<file path="src/rtl/regfile_write_arbiter_pkg.sv">
// Shared constants for the register-file write arbiter: state encoding,
// the hardwired-zero register address and default widths.
package regfile_write_arbiter_pkg;

    localparam int RF_DATA_W = 16;
    localparam int RF_CNT_W  = 8;

    typedef enum logic [1:0] {
        IDLE = 2'd0,
        GNT0 = 2'd1,
        GNT1 = 2'd2
    } state_t;

    localparam logic [2:0] REG_ZERO = 3'b000;

endpackage

</file>
<file path="src/rtl/regfile_write_arbiter_sel.sv">
// Source select for the write port: picks {addr, data} from requester 0 or 1
// according to the winner of the current arbitration.
module rf_arb_sel #(
    parameter int DATA_W = 16
) (
    input  logic              sel,
    input  logic [2:0]        addr0,
    input  logic [DATA_W-1:0] data0,
    input  logic [2:0]        addr1,
    input  logic [DATA_W-1:0] data1,
    output logic [2:0]        addr,
    output logic [DATA_W-1:0] data
);

    assign {addr, data} = sel ? {addr1, data1} : {addr0, data0};

endmodule

</file>
<file path="src/rtl/regfile_write_arbiter.sv">
// Two-source register-file write arbiter with a one-cycle bubble per grant.
// Define RF_ARB_ROUND_ROBIN_EN for round-robin tie breaking (default: r0 wins).
module regfile_write_arbiter
    import regfile_write_arbiter_pkg::*;
#(
    parameter int DATA_W = RF_DATA_W,
    parameter int CNT_W  = RF_CNT_W
) (
    input  logic              clk,
    input  logic              rst,
    input  logic              req0,
    input  logic [2:0]        addr0,
    input  logic [DATA_W-1:0] data0,
    input  logic              req1,
    input  logic [2:0]        addr1,
    input  logic [DATA_W-1:0] data1,
    output logic              gnt0,
    output logic              gnt1,
    output logic              mux_sel,
    output logic              wr_en,
    output logic [2:0]        wr_addr,
    output logic [DATA_W-1:0] wr_data,
    output logic [CNT_W-1:0]  conflict_cnt
);

    state_t            state;
    logic              cand0, cand1, take0, take1, tie_r1, denied;
    logic [2:0]        sel_addr;
    logic [DATA_W-1:0] sel_data;

`ifdef RF_ARB_ROUND_ROBIN_EN
    logic last_r1;

    // On a tie the requester that did not win last time goes first.
    assign tie_r1 = ~last_r1;

    always_ff @(posedge clk) begin
        if (rst)
            last_r1 <= 1'b1;
        else if (take0 || take1)
            last_r1 <= take1;
    end
`else
    assign tie_r1 = 1'b0;
`endif

    // A requester just captured is ineligible for one edge so a held request
    // is not written twice.
    always_comb begin
        cand0  = req0 && (state != GNT0);
        cand1  = req1 && (state != GNT1);
        take1  = cand1 && (!cand0 || tie_r1);
        take0  = cand0 && !take1;
        denied = (req0 && !take0) || (req1 && !take1);
    end

    rf_arb_sel #(.DATA_W(DATA_W)) u_sel (
        .sel   (take1),
        .addr0 (addr0),
        .data0 (data0),
        .addr1 (addr1),
        .data1 (data1),
        .addr  (sel_addr),
        .data  (sel_data)
    );

    always_ff @(posedge clk) begin
        if (rst) begin
            state        <= IDLE;
            gnt0         <= 1'b0;
            gnt1         <= 1'b0;
            wr_en        <= 1'b0;
            mux_sel      <= 1'b0;
            wr_addr      <= '0;
            wr_data      <= '0;
            conflict_cnt <= '0;
        end else begin
            gnt0  <= take0;
            gnt1  <= take1;
            wr_en <= (take0 || take1) && (sel_addr != REG_ZERO);
            if (take0)
                state <= GNT0;
            else if (take1)
                state <= GNT1;
            else
                state <= IDLE;
            if (take0 || take1) begin
                wr_addr <= sel_addr;
                wr_data <= sel_data;
                mux_sel <= take1;
            end
            if (denied && (conflict_cnt != {CNT_W{1'b1}}))
                conflict_cnt <= conflict_cnt + CNT_W'(1);
        end
    end

endmodule

</file>
<file path="config.mk">
export PLATFORM = sky130hd
export DESIGN_NAME = regfile_write_arbiter
export DESIGN_NICKNAME = d
export VERILOG_FILES = /design/src/rtl/regfile_write_arbiter_pkg.sv /design/src/rtl/regfile_write_arbiter_sel.sv /design/src/rtl/regfile_write_arbiter.sv
export SDC_FILE = /design/constraint.sdc
export NUM_CORES = 1
export LEC_CHECK = 0
export ABC_AREA = 1
export CAP_MARGIN = 20
export CORE_MARGIN = 8
export CORE_UTILIZATION = 35
export DETAILED_ROUTE_END_ITERATION = 8
export PLACE_DENSITY = 0.8
export SYNTH_ARGS = -nofsm -noshare
export SYNTH_HDL_FRONTEND = slang
export SYNTH_HIERARCHICAL = 1
export SYNTH_SLANG_ARGS = --single-unit
</file>
<file path="constraint.sdc">
create_clock -name clk -period 2.95 [get_ports clk]
set_input_delay 0.295 -clock clk [delete_from_list [all_inputs] [get_ports clk]]
set_output_delay 0.295 -clock clk [all_outputs]
set_load 0.03 [all_outputs]
</file>
## Word level (Yosys, flattened, before mapping)

Index checks and enable logic that the tools add are counted.
W data, S select, Z words.

- Multiplexer cells: 3
- Add/subtract/negate cells: 1
- Reductions and logical operators: 15
- Equal/unequal tests: 3

Operator list:

| operator | number |
|---|---|
| $mux W19 | 1 |
| $add A8 B1 Y8 const B | 1 |
| $logic_and A1 B1 Y1 | 8 |
| $ne A8 B8 Y1 const B | 1 |
| $logic_not A1 Y1 | 3 |
| $reduce_bool A3 Y1 | 1 |
| $logic_or A1 B1 Y1 | 2 |
| $mux W2 | 1 |
| $ne A2 B1 Y1 const B | 1 |
| $ne A2 B2 Y1 const B | 1 |
| $reduce_or A2 Y1 | 1 |
| $mux W1 | 1 |

- Output and inout bits: 31
- Flip-flop bits (word level): 33
- Logic and storage cells: 31
- Input bits: 42

## Depth between registers and ports, before layout

Gate-level depths: netlist of run 1.

- Depth in word-level cells: 10
- Depth in mapped cells: 10
- Depth with buffers taken out: 9

## Modules after synthesis

Netlist of run 1, hierarchy kept.

Modules (own cells, without submodules):

| module | area each (um^2) | instances | cells an instance | seq. area each (um^2) |
|---|---|---|---|---|
| regfile_write_arbiter | 1390.1 | 1 | 193 | 640.6 |
| rf_arb_sel | 262.8 | 1 | 61 | 0.0 |

## Worst setup path before layout of run 1

Ideal clock, no wire load.

- Path type: register to register
- Start: register, netlist name gnt0
- End: register wr_en
- Cell stages (with the launch flop): 11
- Data required time: 2826 ps
- Setup slack: 1139 ps
- Period minus slack after synthesis: 1811 ps
- Path buffers: 1
- Arrival: 1687 ps
- Cells stage by stage: dfxtp_1 -> inv_1 -> nand2_2 -> nand2_2 -> a21oi_1 -> inv_2 -> buf_6 -> nand2_1 -> nand2_1 -> o311ai_0 -> inv_1

RTL lines:

| element | line | source |
|---|---|---|
| end signal, assigned | regfile_write_arbiter.sv:80 | `wr_en <= (take0 \|\| take1) && (sel_addr != REG_ZERO);` |
| end, declared | regfile_write_arbiter.sv:20 | `output logic wr_en,` |

## Final worst setup path of run 1

- Start: register conflict_cnt[2]
- End: output port conflict_cnt[2]

RTL lines:

| element | line | source |
|---|---|---|
| start, declared | regfile_write_arbiter.sv:23 | `output logic [CNT_W-1:0] conflict_cnt` |
| start signal, assigned | regfile_write_arbiter.sv:93 | `conflict_cnt <= conflict_cnt + CNT_W'(1);` |

No word-level cell between the ends.

==> impl_metrics.csv, run 1 <==
group,metric,value,unit
power_and_ir_drop,vdd_drop_max,0.0002512,V
timing,final-setup-viol-count,0,
critical_path,timing.critical_path.fanout_max,10,
synth,synth_cells,254,
floorplanning,dieArea,7177,sq um
synth,synth_area_leaders,"dfxtp_1 (39%), nand2_1 (20%), nor2_1 (12%)",
critical_path,cp_num_cells,1,
timing,layout_worst_path_cycle_share,62.20,%
timing,period_minus_slack,1.835,ns
synth,synth_cell_type_count,22,
floorplanning,placeable_core_region,4629,sq um
timing,rsz0062_at_grt,"false",
critical_path,criticalPathCategory,"reg2out",
critical_path,kind_of_cell_adding_the_most_delay_to_the_critical_path,"buffers and inverters",
synth,ys_ff_latch,32,
critical_path,depth_of_the_worst_register_to_register_path,9,
grt,via_count_of_the_first_global_routing_pass,1756,
detailed_routing,route.detailed.vias_per_inst,4.557,
floorplanning,start_util,35.70,%
finish,final_layout_size_suffix_gt1_share,7.740,%
cts,cts_hold_buffers,0,
detailed_routing,postRouteWirelength,4482,microns
timing,timing.slew.headroom,62.30,%
floorplanning,fp-row-count,25,
cts,cts_inserted_buffers,5,
power_and_ir_drop,power.static_leakage,1.045,nW
synth,synth-seq-area-share,38.76,%
synth,postSynthNetCount,297,
finish,synthToLayoutAreaGrowth,47.39,%
grt,grt_usage,13.35,%
critical_path,cp_num_buf_inv,1,
timing,report.final.slew_viol_count,0,
detailed_routing,drcViolationCount,0,
timing,finalHoldViolCount,0,
finish,register_area,640.6,sq um
synth,ys.warnings.count,6,
finish,final_cells,377,
cts,cts-root-to-sink-buffers,2,
detailed_routing,final_antenna_net_count,0,
timing,achievable-frequency,0.5450,GHz
detailed_routing,detailedRoute.firstIterationViolations,64,
placed_design,dp.final_hpwl,3357,microns
critical_path,timing.critical_path.to_type,"output pin",
grt,grt_pass1_wl,7817,microns
cts,root_buffer,"clkbuf_8",
synth,avgSynthCellArea,6.507,sq um
placed_design,numPlacedInstances,370,
run,drv.max_cap_violation_count,0,
synth,yosysTopAreaCell,"dfxtp_1",
critical_path,critical-path-slowest-cell,"clkdlybuf4s50_1",
synth,syn-cell-area,1653,sq um
placed_design,final_gp_congestion,0.8135,
placed_design,port_buffers,72,
floorplanning,die_x,84.72,microns
timing,totalNegativeSetupSlack,0,ns
synth,synth_largest_type_area_fraction,38.76,%
critical_path,cpPeakStageDelay,0.74,ns
cts,post_cts.repair.setup_buffers,0,
grt,grt_start_max_net_pins,24,
hold_path,whs_path_depth,2,
finish,final.fill_count,454,
cts,insertion_delay,0.28,ns
critical_path,critPathLaunchType,"flip-flop",
detailed_routing,route.detailed.wl_per_inst,11.89,microns
cts,clock_tree.htree_level_count,2,
grt,initial_antenna_violation_count,0,
timing,worst_max_slew_pin_slew,0.5649,ns
cts,tritoncts,"built",
critical_path,critical_path.cell_chain,"clkdlybuf4s50_1",
power_and_ir_drop,power.density_cell_area,451.0,nW/um^2
floorplanning,chipHeight,84.72,microns
status,outcome,"finished clean",
finish,insertedDiodeCount,0,
grt,gr-total-overflow,0,
cts,clkSlewWorstSetupHoldPaths,0.06,ns
hold_path,hold_class,"reg2reg",
detailed_routing,drt_first_pass_iters,4,
cts,cts_repair_resize_count,0,
critical_path,critPathRequiredTime,2.65,ns
finish,fin_nets,366,
floorplanning,boundaryPins,73,
critical_path,cp_data_arrival_time,1.54,ns
detailed_routing,vias,1718,
cts,cts.sink_count,32,
finish,multi_input_area,848.3,sq um
timing,finClkSkew,0.005127,ns
==> where the power goes <==
group	total (W)	switching [W]	internal, W
registers	0.000483	0.0000181	0.000465
logic	0.000302	0.000166	0.000136
clock network	0.000313	0.000153	0.000160
total	0.00110	0.000337	0.000761
==> cells in the final DEF (no fill, tap or decap) <==
cell type,instances
a21oi_2,4
clkbuf_8,5
ha_1,1
nor2_1,51
inv_2,1
buf_4,1
clkbuf_1,1
o21ai_0,23
clkdlybuf4s50_1,72
xor2_1,1
clkinv_2,1
nand3_4,1
inv_1,17
nand4_1,2
nand2_1,86
nor2_2,2
nand2_2,9
o311ai_0,1
a21oi_1,4
inv_4,1
dfxtp_1,32
nand3_1,7
==> registers in the layout, summed over array words and instances (netlist names) <==
signal	flops
conflict_cnt	8
wr_data	16
gnt1	1
wr_addr	3
state	1
mux_sel	1
gnt0	1
wr_en	1
==> path summary, 6_finish.rpt <==
path	endpoint	slack [ns]	start
worst min-delay path	mux_sel	0.46	mux_sel
worst max-delay path	conflict_cnt[2]	1.12	conflict_cnt[2]
worst min register to register	mux_sel	0.46	mux_sel
worst max register to register	wr_en	1.33	gnt0
==> metrics by stage <==
| stage | total power, W | hold slack, ns | setup WS (ns) | area [sq um] | util (%) |
|---|---|---|---|---|---|
| floorplan | 0.0006654 | 0.4456 | 1.139 | 1653 | - |
| global placement | 0.0007947 | 0.4396 | 1.095 | 2359 | 50.95 |
| detailed placement | 0.0007976 | 0.4504 | 1.014 | 2359 | 50.95 |
| CTS | 0.001115 | 0.4602 | 1.090 | 2436 | 52.62 |
| global route | 0.001163 | 0.4823 | 1.038 | 2436 | 52.62 |
| finish | 0.001099 | 0.4586 | 1.115 | 2436 | 52.62 |
==> layout make-up <==
type                            instances  area share, %
Clock buffer                            6          2.979
Tap cell                               54          2.773
Sequential cell                        32          26.30
Timing Repair Buffer                   73          29.89
Multi-Input combinational cell        192          34.82
Inverter                               19          3.030
Clock inverter                          1         0.2054
==> routing by layer <==
metal  vias to the layer above  routed length, microns  track usage (%)
li1                        921                       -                -
met1                       743                    1831            13.51
met2                        46                    2144            22.69
met3                         8                     443            7.415
met4                         0                      63            4.531
met5                         -                       0                0
==> worst register-to-register path: stages (launching register included) <==
cell      delay (ns)
dfxtp_1         0.37
inv_1           0.06
nand2_2         0.07
nand2_2         0.09
a21oi_2         0.16
inv_2           0.17
nand2_1         0.10
nand2_1         0.06
o311ai_0        0.33
inv_1           0.08
==> synth_stat cells, drive strengths merged <==
master	count
buf	10
o311ai	1
o21ai	23
clkbuf	1
dfxtp	32
inv	19
nand2	95
xor2	1
a21oi	8
nand3	8
nor2	53
ha	1
nand4	2
==> logic make-up after synthesis <==
family	after synthesis	synth area share, %
xor gates and xnor gates	1	0.5300
AOI/OAI and AO/OA	32	10.60
and+or+nand+nor	158	39.21
adders and majority gates	1	0.7569
buffers and inverters	30	10.14
DFF	32	38.76
Note: power is estimated with default switching activity, not from simulation.
==> inputs of run 2 (changes only) <==
Clock period 2.95 ns to 1.7 ns, I/O delays scaled along.
==> run 2 against run 1 <==
Net effect:
- worst setup slack worse by 1.0 ns
- critical path type unchanged
- non-clock buffer count is 11 higher
- sequential share of layout area is 1.0 points lower
- first-iteration DRC count is 44% higher
- global-route usage is 0.95 points higher
- utilization is 2.2 points higher
- wire length is 7.4% higher
==> impl_metrics.csv, run 2 (same netlist as run 1, synthesis figures left out) <==
group,metric,value,unit
finish,fin_nets,377,
floorplanning,boundaryPins,73,
finish,biggestRegsByFlops,"wr_data x16, conflict_cnt x8, wr_addr x3",
placed_design,port_buffers,72,
detailed_routing,detailedRoute.firstIterationViolations,92,
detailed_routing,drt_first_pass_iters,4,
timing,worst_max_slew_pin_slew,0.6007,ns
cts,post_cts.repair.setup_buffers,0,
hold_path,hold_class,"reg2reg",
finish,insertedDiodeCount,0,
timing,totalNegativeSetupSlack,0,ns
detailed_routing,final_antenna_net_count,0,
placed_design,pre_cts_slack,0.05387,ns
floorplanning,start_util,35.70,%
finish,synthToLayoutAreaGrowth,53.60,%
timing,min_setup_slack_post_route,0.07846,ns
critical_path,critical-path-slowest-cell,"clkdlybuf4s50_1",
detailed_routing,route.detailed.vias_per_inst,4.582,
critical_path,timing.critical_path.to_type,"output pin",
critical_path,timing.rr.end,"conflict_cnt[0]",
grt,grt_start_max_net_pins,24,
cts,cts_inserted_buffers,5,
grt,gr-total-overflow,0,
critical_path,cp-endpoint,"conflict_cnt[1]",
timing,rsz0062_at_grt,"false",
finish,flip_flop_count_of_the_largest_register_all_copies_and_words_added,16,
detailed_routing,route.detailed.wl_per_inst,12.41,microns
placed_design,dp.final_hpwl,3711,microns
timing,period_minus_slack,1.622,ns
cts,clock_tree.htree_level_count,2,
floorplanning,chipHeight,84.72,microns
timing,hold_slack,0.4558,ns
timing,final-setup-viol-count,0,
power_and_ir_drop,power.static_leakage,1.108,nW
critical_path,startpoint,"conflict_cnt[1]",
critical_path,criticalPathCategory,"reg2out",
critical_path,cp_num_cells,1,
floorplanning,placeable_core_region,4629,sq um
grt,initial_antenna_violation_count,0,
critical_path,critical_path.cell_chain,"clkdlybuf4s50_1",
finish,mostFrequentLayoutCell,"nand2_1",
critical_path,cpPeakStageDelay,0.72,ns
cts,cts.sink_count,32,
placed_design,final_gp_congestion,0.8134,
critical_path,r2r-start,"conflict_cnt[1]",
detailed_routing,postRouteWirelength,4814,microns
timing,report.final.slew_viol_count,0,
finish,final_layout_size_suffix_gt1_share,11.38,%
critical_path,flop2flop_setup_slack,0.24,ns
finish,commonest_non_fill_non_tap_cells_in_the_layout,"nand2_1 (86), clkdlybuf4s50_1 (72), nor2_1 (51)",
detailed_routing,vias,1778,
status,outcome,"finished clean",
floorplanning,dieArea,7177,sq um
critical_path,depth_of_the_worst_register_to_register_path,7,
power_and_ir_drop,vdd_drop_max,0.0004450,V
timing,finClkSkew,0.006023,ns
critical_path,critPathLaunchType,"flip-flop",
critical_path,kind_of_cell_adding_the_most_delay_to_the_critical_path,"buffers and inverters",
cts,root_buffer,"clkbuf_8",
timing,timing.slew.headroom,59.91,%
cts,cts_hold_buffers,0,
cts,cts_repair_resize_count,0,
cts,insertion_delay,0.29,ns
critical_path,critPathRequiredTime,1.53,ns
grt,grt_pass1_wl,8259,microns
cts,clkSlewWorstSetupHoldPaths,0.07,ns
finish,largest-register,"wr_data",
timing,achievable-frequency,0.6167,GHz
cts,cts-root-to-sink-buffers,2,
timing,layout_worst_path_cycle_share,95.38,%
critical_path,cp_num_buf_inv,1,
critical_path,cp_data_arrival_time,1.45,ns
run,drv.max_cap_violation_count,0,
floorplanning,fp-row-count,25,
grt,grt_usage,14.31,%
timing,finalHoldViolCount,0,
cts,tritoncts,"built",
grt,via_count_of_the_first_global_routing_pass,1831,
floorplanning,die_x,84.72,microns
detailed_routing,drcViolationCount,0,
critical_path,timing.critical_path.fanout_max,6,
power_and_ir_drop,power.density_cell_area,798.0,nW/um^2
run 2: cell types whose count changed in the layout (fill, tap and decap cells not counted), sizes merged:
cell and delta:
clkbuf +1, buf +11, clkinv -1
run 2: per-stage QoR:
stage	utilization [%]	cell area, sq um	power, W	cells
global route	54.84	2539	0.002144	388
detailed placement	52.76	2442	0.001409	381
CTS	54.84	2539	0.002052	388
finish	54.84	2539	0.002026	388
floorplan	-	1654	0.001155	254
global placement	52.76	2442	0.001401	381
run 2: report_power, final:
part	switching [W]	leakage (nW)	internal [W]
Clock	0.000277	0.0503	0.000360
Sequential	0.0000311	0.265	0.000807
Combinational	0.000297	0.793	0.000254
Total	0.000605	1.11	0.00142
run 2: cell type report:
class | instances | area (sq um)
Clock buffer | 7 | 96.34
Timing Repair Buffer | 84 | 810.8
Fill cell | 479 | 2091
Sequential cell | 32 | 641.9
Tap cell | 54 | 67.56
Inverter | 19 | 73.82
Multi-Input combinational cell | 192 | 848.3
run 2: routing by layer:
| layer | global-route usage (%) | vias up | part of all wire [%] |
|---|---|---|---|
| met5 | 0 | - | 0 |
| met4 | 3.883 | 0 | 0.83 |
| met3 | 8.293 | 4 | 9.4 |
| met2 | 24.55 | 49 | 50 |
| met1 | 14.42 | 785 | 40 |
| li1 | - | 940 | - |
run 2: worst min path at each step:
stage	start	end	slack, ns	cells after the start
floorplan	req0	gnt0	0.31	2
global placement	mux_sel	mux_sel	0.44	2
detailed placement	mux_sel	mux_sel	0.45	2
CTS	mux_sel	mux_sel	0.46	2
global route	mux_sel	mux_sel	0.49	2
finish	mux_sel	mux_sel	0.46	2
==> inputs of run 3 (changes only) <==
Settings changed: MAX_ROUTING_LAYER set to met4.
==> run 3 against run 2 <==
Net effect:
- worst setup slack better by 0.0012 ns
- clock skew about the same
- utilization unchanged
- cell count is the same
- final area unchanged
- worst hold slack about the same
- sequential cell count is the same
- critical endpoint unchanged
==> impl_metrics.csv, run 3 (same netlist as run 1, synthesis figures left out) <==
group,metric,value,unit
status,outcome,"finished clean",
power_and_ir_drop,power.density_cell_area,796.6,nW/um^2
critical_path,cp_data_arrival_time,1.45,ns
floorplanning,placeable_core_region,4629,sq um
finish,final.fill_count,479,
critical_path,critPathLaunchType,"flip-flop",
floorplanning,boundaryPins,73,
critical_path,r2r-start,"conflict_cnt[1]",
timing,worst_max_slew_pin_slew,0.5995,ns
grt,grt_usage,14.66,%
hold_path,timing.hold.worst_endpoint,"mux_sel",
hold_path,whs_path_depth,2,
hold_path,hp-start,"mux_sel",
critical_path,cp_num_buf_inv,1,
power_and_ir_drop,clockPowerShare,31.3,%
grt,grt_pass1_wl,8252,microns
timing,final-setup-viol-count,0,
cts,post_cts.repair.setup_buffers,0,
critical_path,timing.rr.end,"conflict_cnt[0]",
critical_path,critPathRequiredTime,1.53,ns
finish,fin_nets,377,
placed_design,port_buffers,72,
critical_path,timing.critical_path.fanout_max,6,
finish,flip_flop_count_of_the_largest_register_all_copies_and_words_added,16,
finish,largest-register,"wr_data",
cts,cts-root-to-sink-buffers,2,
finish,biggestRegsByFlops,"wr_data x16, conflict_cnt x8, wr_addr x3",
cts,cts.sink_count,32,
finish,final_cells,388,
power_and_ir_drop,p_total,0.002022,W
finish,final_layout_size_suffix_gt1_share,11.38,%
cts,root_buffer,"clkbuf_8",
detailed_routing,vias,1772,
cts,clkSlewWorstSetupHoldPaths,0.07,ns
finish,utilization,54.84,%
critical_path,critical_path.cell_chain,"clkdlybuf4s50_1",
timing,totalNegativeSetupSlack,0,ns
critical_path,timing.critical_path.to_type,"output pin",
critical_path,criticalPathCategory,"reg2out",
cts,clock_tree.htree_level_count,2,
timing,rsz0062_at_grt,"false",
detailed_routing,detailedRoute.firstIterationViolations,90,
finish,insertedDiodeCount,0,
timing,finClkSkew,0.005966,ns
timing,layout_worst_path_cycle_share,95.31,%
grt,via_count_of_the_first_global_routing_pass,1832,
placed_design,final_gp_congestion,0.8254,
floorplanning,fp-row-count,25,
detailed_routing,route.detailed.wl_per_inst,12.39,microns
detailed_routing,final_antenna_net_count,0,
floorplanning,dieArea,7177,sq um
floorplanning,chipHeight,84.72,microns
timing,hold_slack,0.4558,ns
detailed_routing,postRouteWirelength,4809,microns
detailed_routing,drt_first_pass_iters,4,
power_and_ir_drop,seq_power_share,41.5,%
power_and_ir_drop,power.static_leakage,1.108,nW
timing,period_minus_slack,1.620,ns
detailed_routing,route.detailed.vias_per_inst,4.567,
floorplanning,start_util,35.70,%
grt,gr-total-overflow,0,
grt,grt_start_max_net_pins,24,
finish,mostFrequentLayoutCell,"nand2_1",
grt,initial_antenna_violation_count,0,
cts,insertion_delay,0.29,ns
timing,finalHoldViolCount,0,
finish,synthToLayoutAreaGrowth,53.60,%
critical_path,kind_of_cell_adding_the_most_delay_to_the_critical_path,"buffers and inverters",
critical_path,cpPeakStageDelay,0.72,ns
critical_path,critical-path-slowest-cell,"clkdlybuf4s50_1",
critical_path,flop2flop_setup_slack,0.23,ns
hold_path,hold_class,"reg2reg",
placed_design,dp.final_hpwl,3711,microns
run,drv.max_cap_violation_count,0,
power_and_ir_drop,total_switching_power,0.0006013,W
detailed_routing,drcViolationCount,0,
timing,achievable-frequency,0.6172,GHz
cts,cts_inserted_buffers,5,
placed_design,numPlacedInstances,381,
floorplanning,die_x,84.72,microns
cts,cts_hold_buffers,0,
finish,commonest_non_fill_non_tap_cells_in_the_layout,"nand2_1 (86), clkdlybuf4s50_1 (72), nor2_1 (51)",
cts,cts_repair_resize_count,0,
power_and_ir_drop,internal_power,0.001421,W
power_and_ir_drop,combPwrFrac,27.2,%
power_and_ir_drop,vdd_drop_max,0.0004427,V
critical_path,depth_of_the_worst_register_to_register_path,7,
timing,timing.slew.headroom,59.99,%
cts,tritoncts,"built",
timing,report.final.slew_viol_count,0,
power_and_ir_drop,power.share.switching,29.73,%
## run 3: cell counts in the layout (fill, tap and decap cells not counted)
Identical to the previous run, type by type.
## run 3: worst max path at each step
stage                               start              end  slack [ns]  depth (start not counted)
after floorplan                      gnt0            wr_en        0.01                         10
after detailed placement             req1            wr_en        0.05                          8
after global placement               req1            wr_en        0.07                          8
final                     conflict_cnt[1]  conflict_cnt[1]        0.08                          1
after CTS                 conflict_cnt[1]  conflict_cnt[1]        0.08                          1
after global routing      conflict_cnt[5]  conflict_cnt[5]        0.02                          1
## run 3: layout make-up
type	instances	area [sq um]	area share, %
multi-input combinational	192	848.3	33.42
timing repair buffer	84	810.8	31.94
sequential	32	641.9	25.28
clock buffer	7	96.34	3.795
inverter	19	73.82	2.908
tap	54	67.56	2.661
## run 3: power by group through the flow
| stage | registers, W | clock network [W] | logic (W) |
|---|---|---|---|
| 2_1_floorplan | 0.000961 | 0 | 0.000194 |
| 3_3_place_gp | 0.000852 | 0 | 0.000549 |
| 3_5_place_dp | 0.000854 | 0 | 0.000555 |
| 4_1_cts | 0.000838 | 0.000656 | 0.000557 |
| 5_1_grt | 0.000845 | 0.000692 | 0.000602 |
| 6_report | 0.000838 | 0.000634 | 0.000550 |
## run 3: layer usage
metal	wire length (microns)	share of wire, %	GRT usage (%)
met1	2037	42	15.33
met2	2389	50	24.48
met3	352	7.3	6.341
met4	29	0.60	4.369
met5	0	0	-
## run 3: worst register-to-register path: cells and delay by family (launching register included)
| family | cells | cell delay [ns] |
|---|---|---|
| adder cells (fa/ha/maj) | 1 | 0.31 |
| AND/OR/NAND/NOR | 4 | 0.48 |
| AO/OA/AOI/OAI | 1 | 0.10 |
| flip-flops | 1 | 0.44 |
| buffers and inverters | 1 | 0.06 |
## run 3: stage by stage
step           worst slack (ns)  cell area, sq um
5_1_grt                 0.01888              2539
4_1_cts                 0.07744              2539
3_3_place_gp            0.07024              2442
2_1_floorplan           0.01191              1654
6_report                0.07968              2539
3_5_place_dp            0.05387              2442
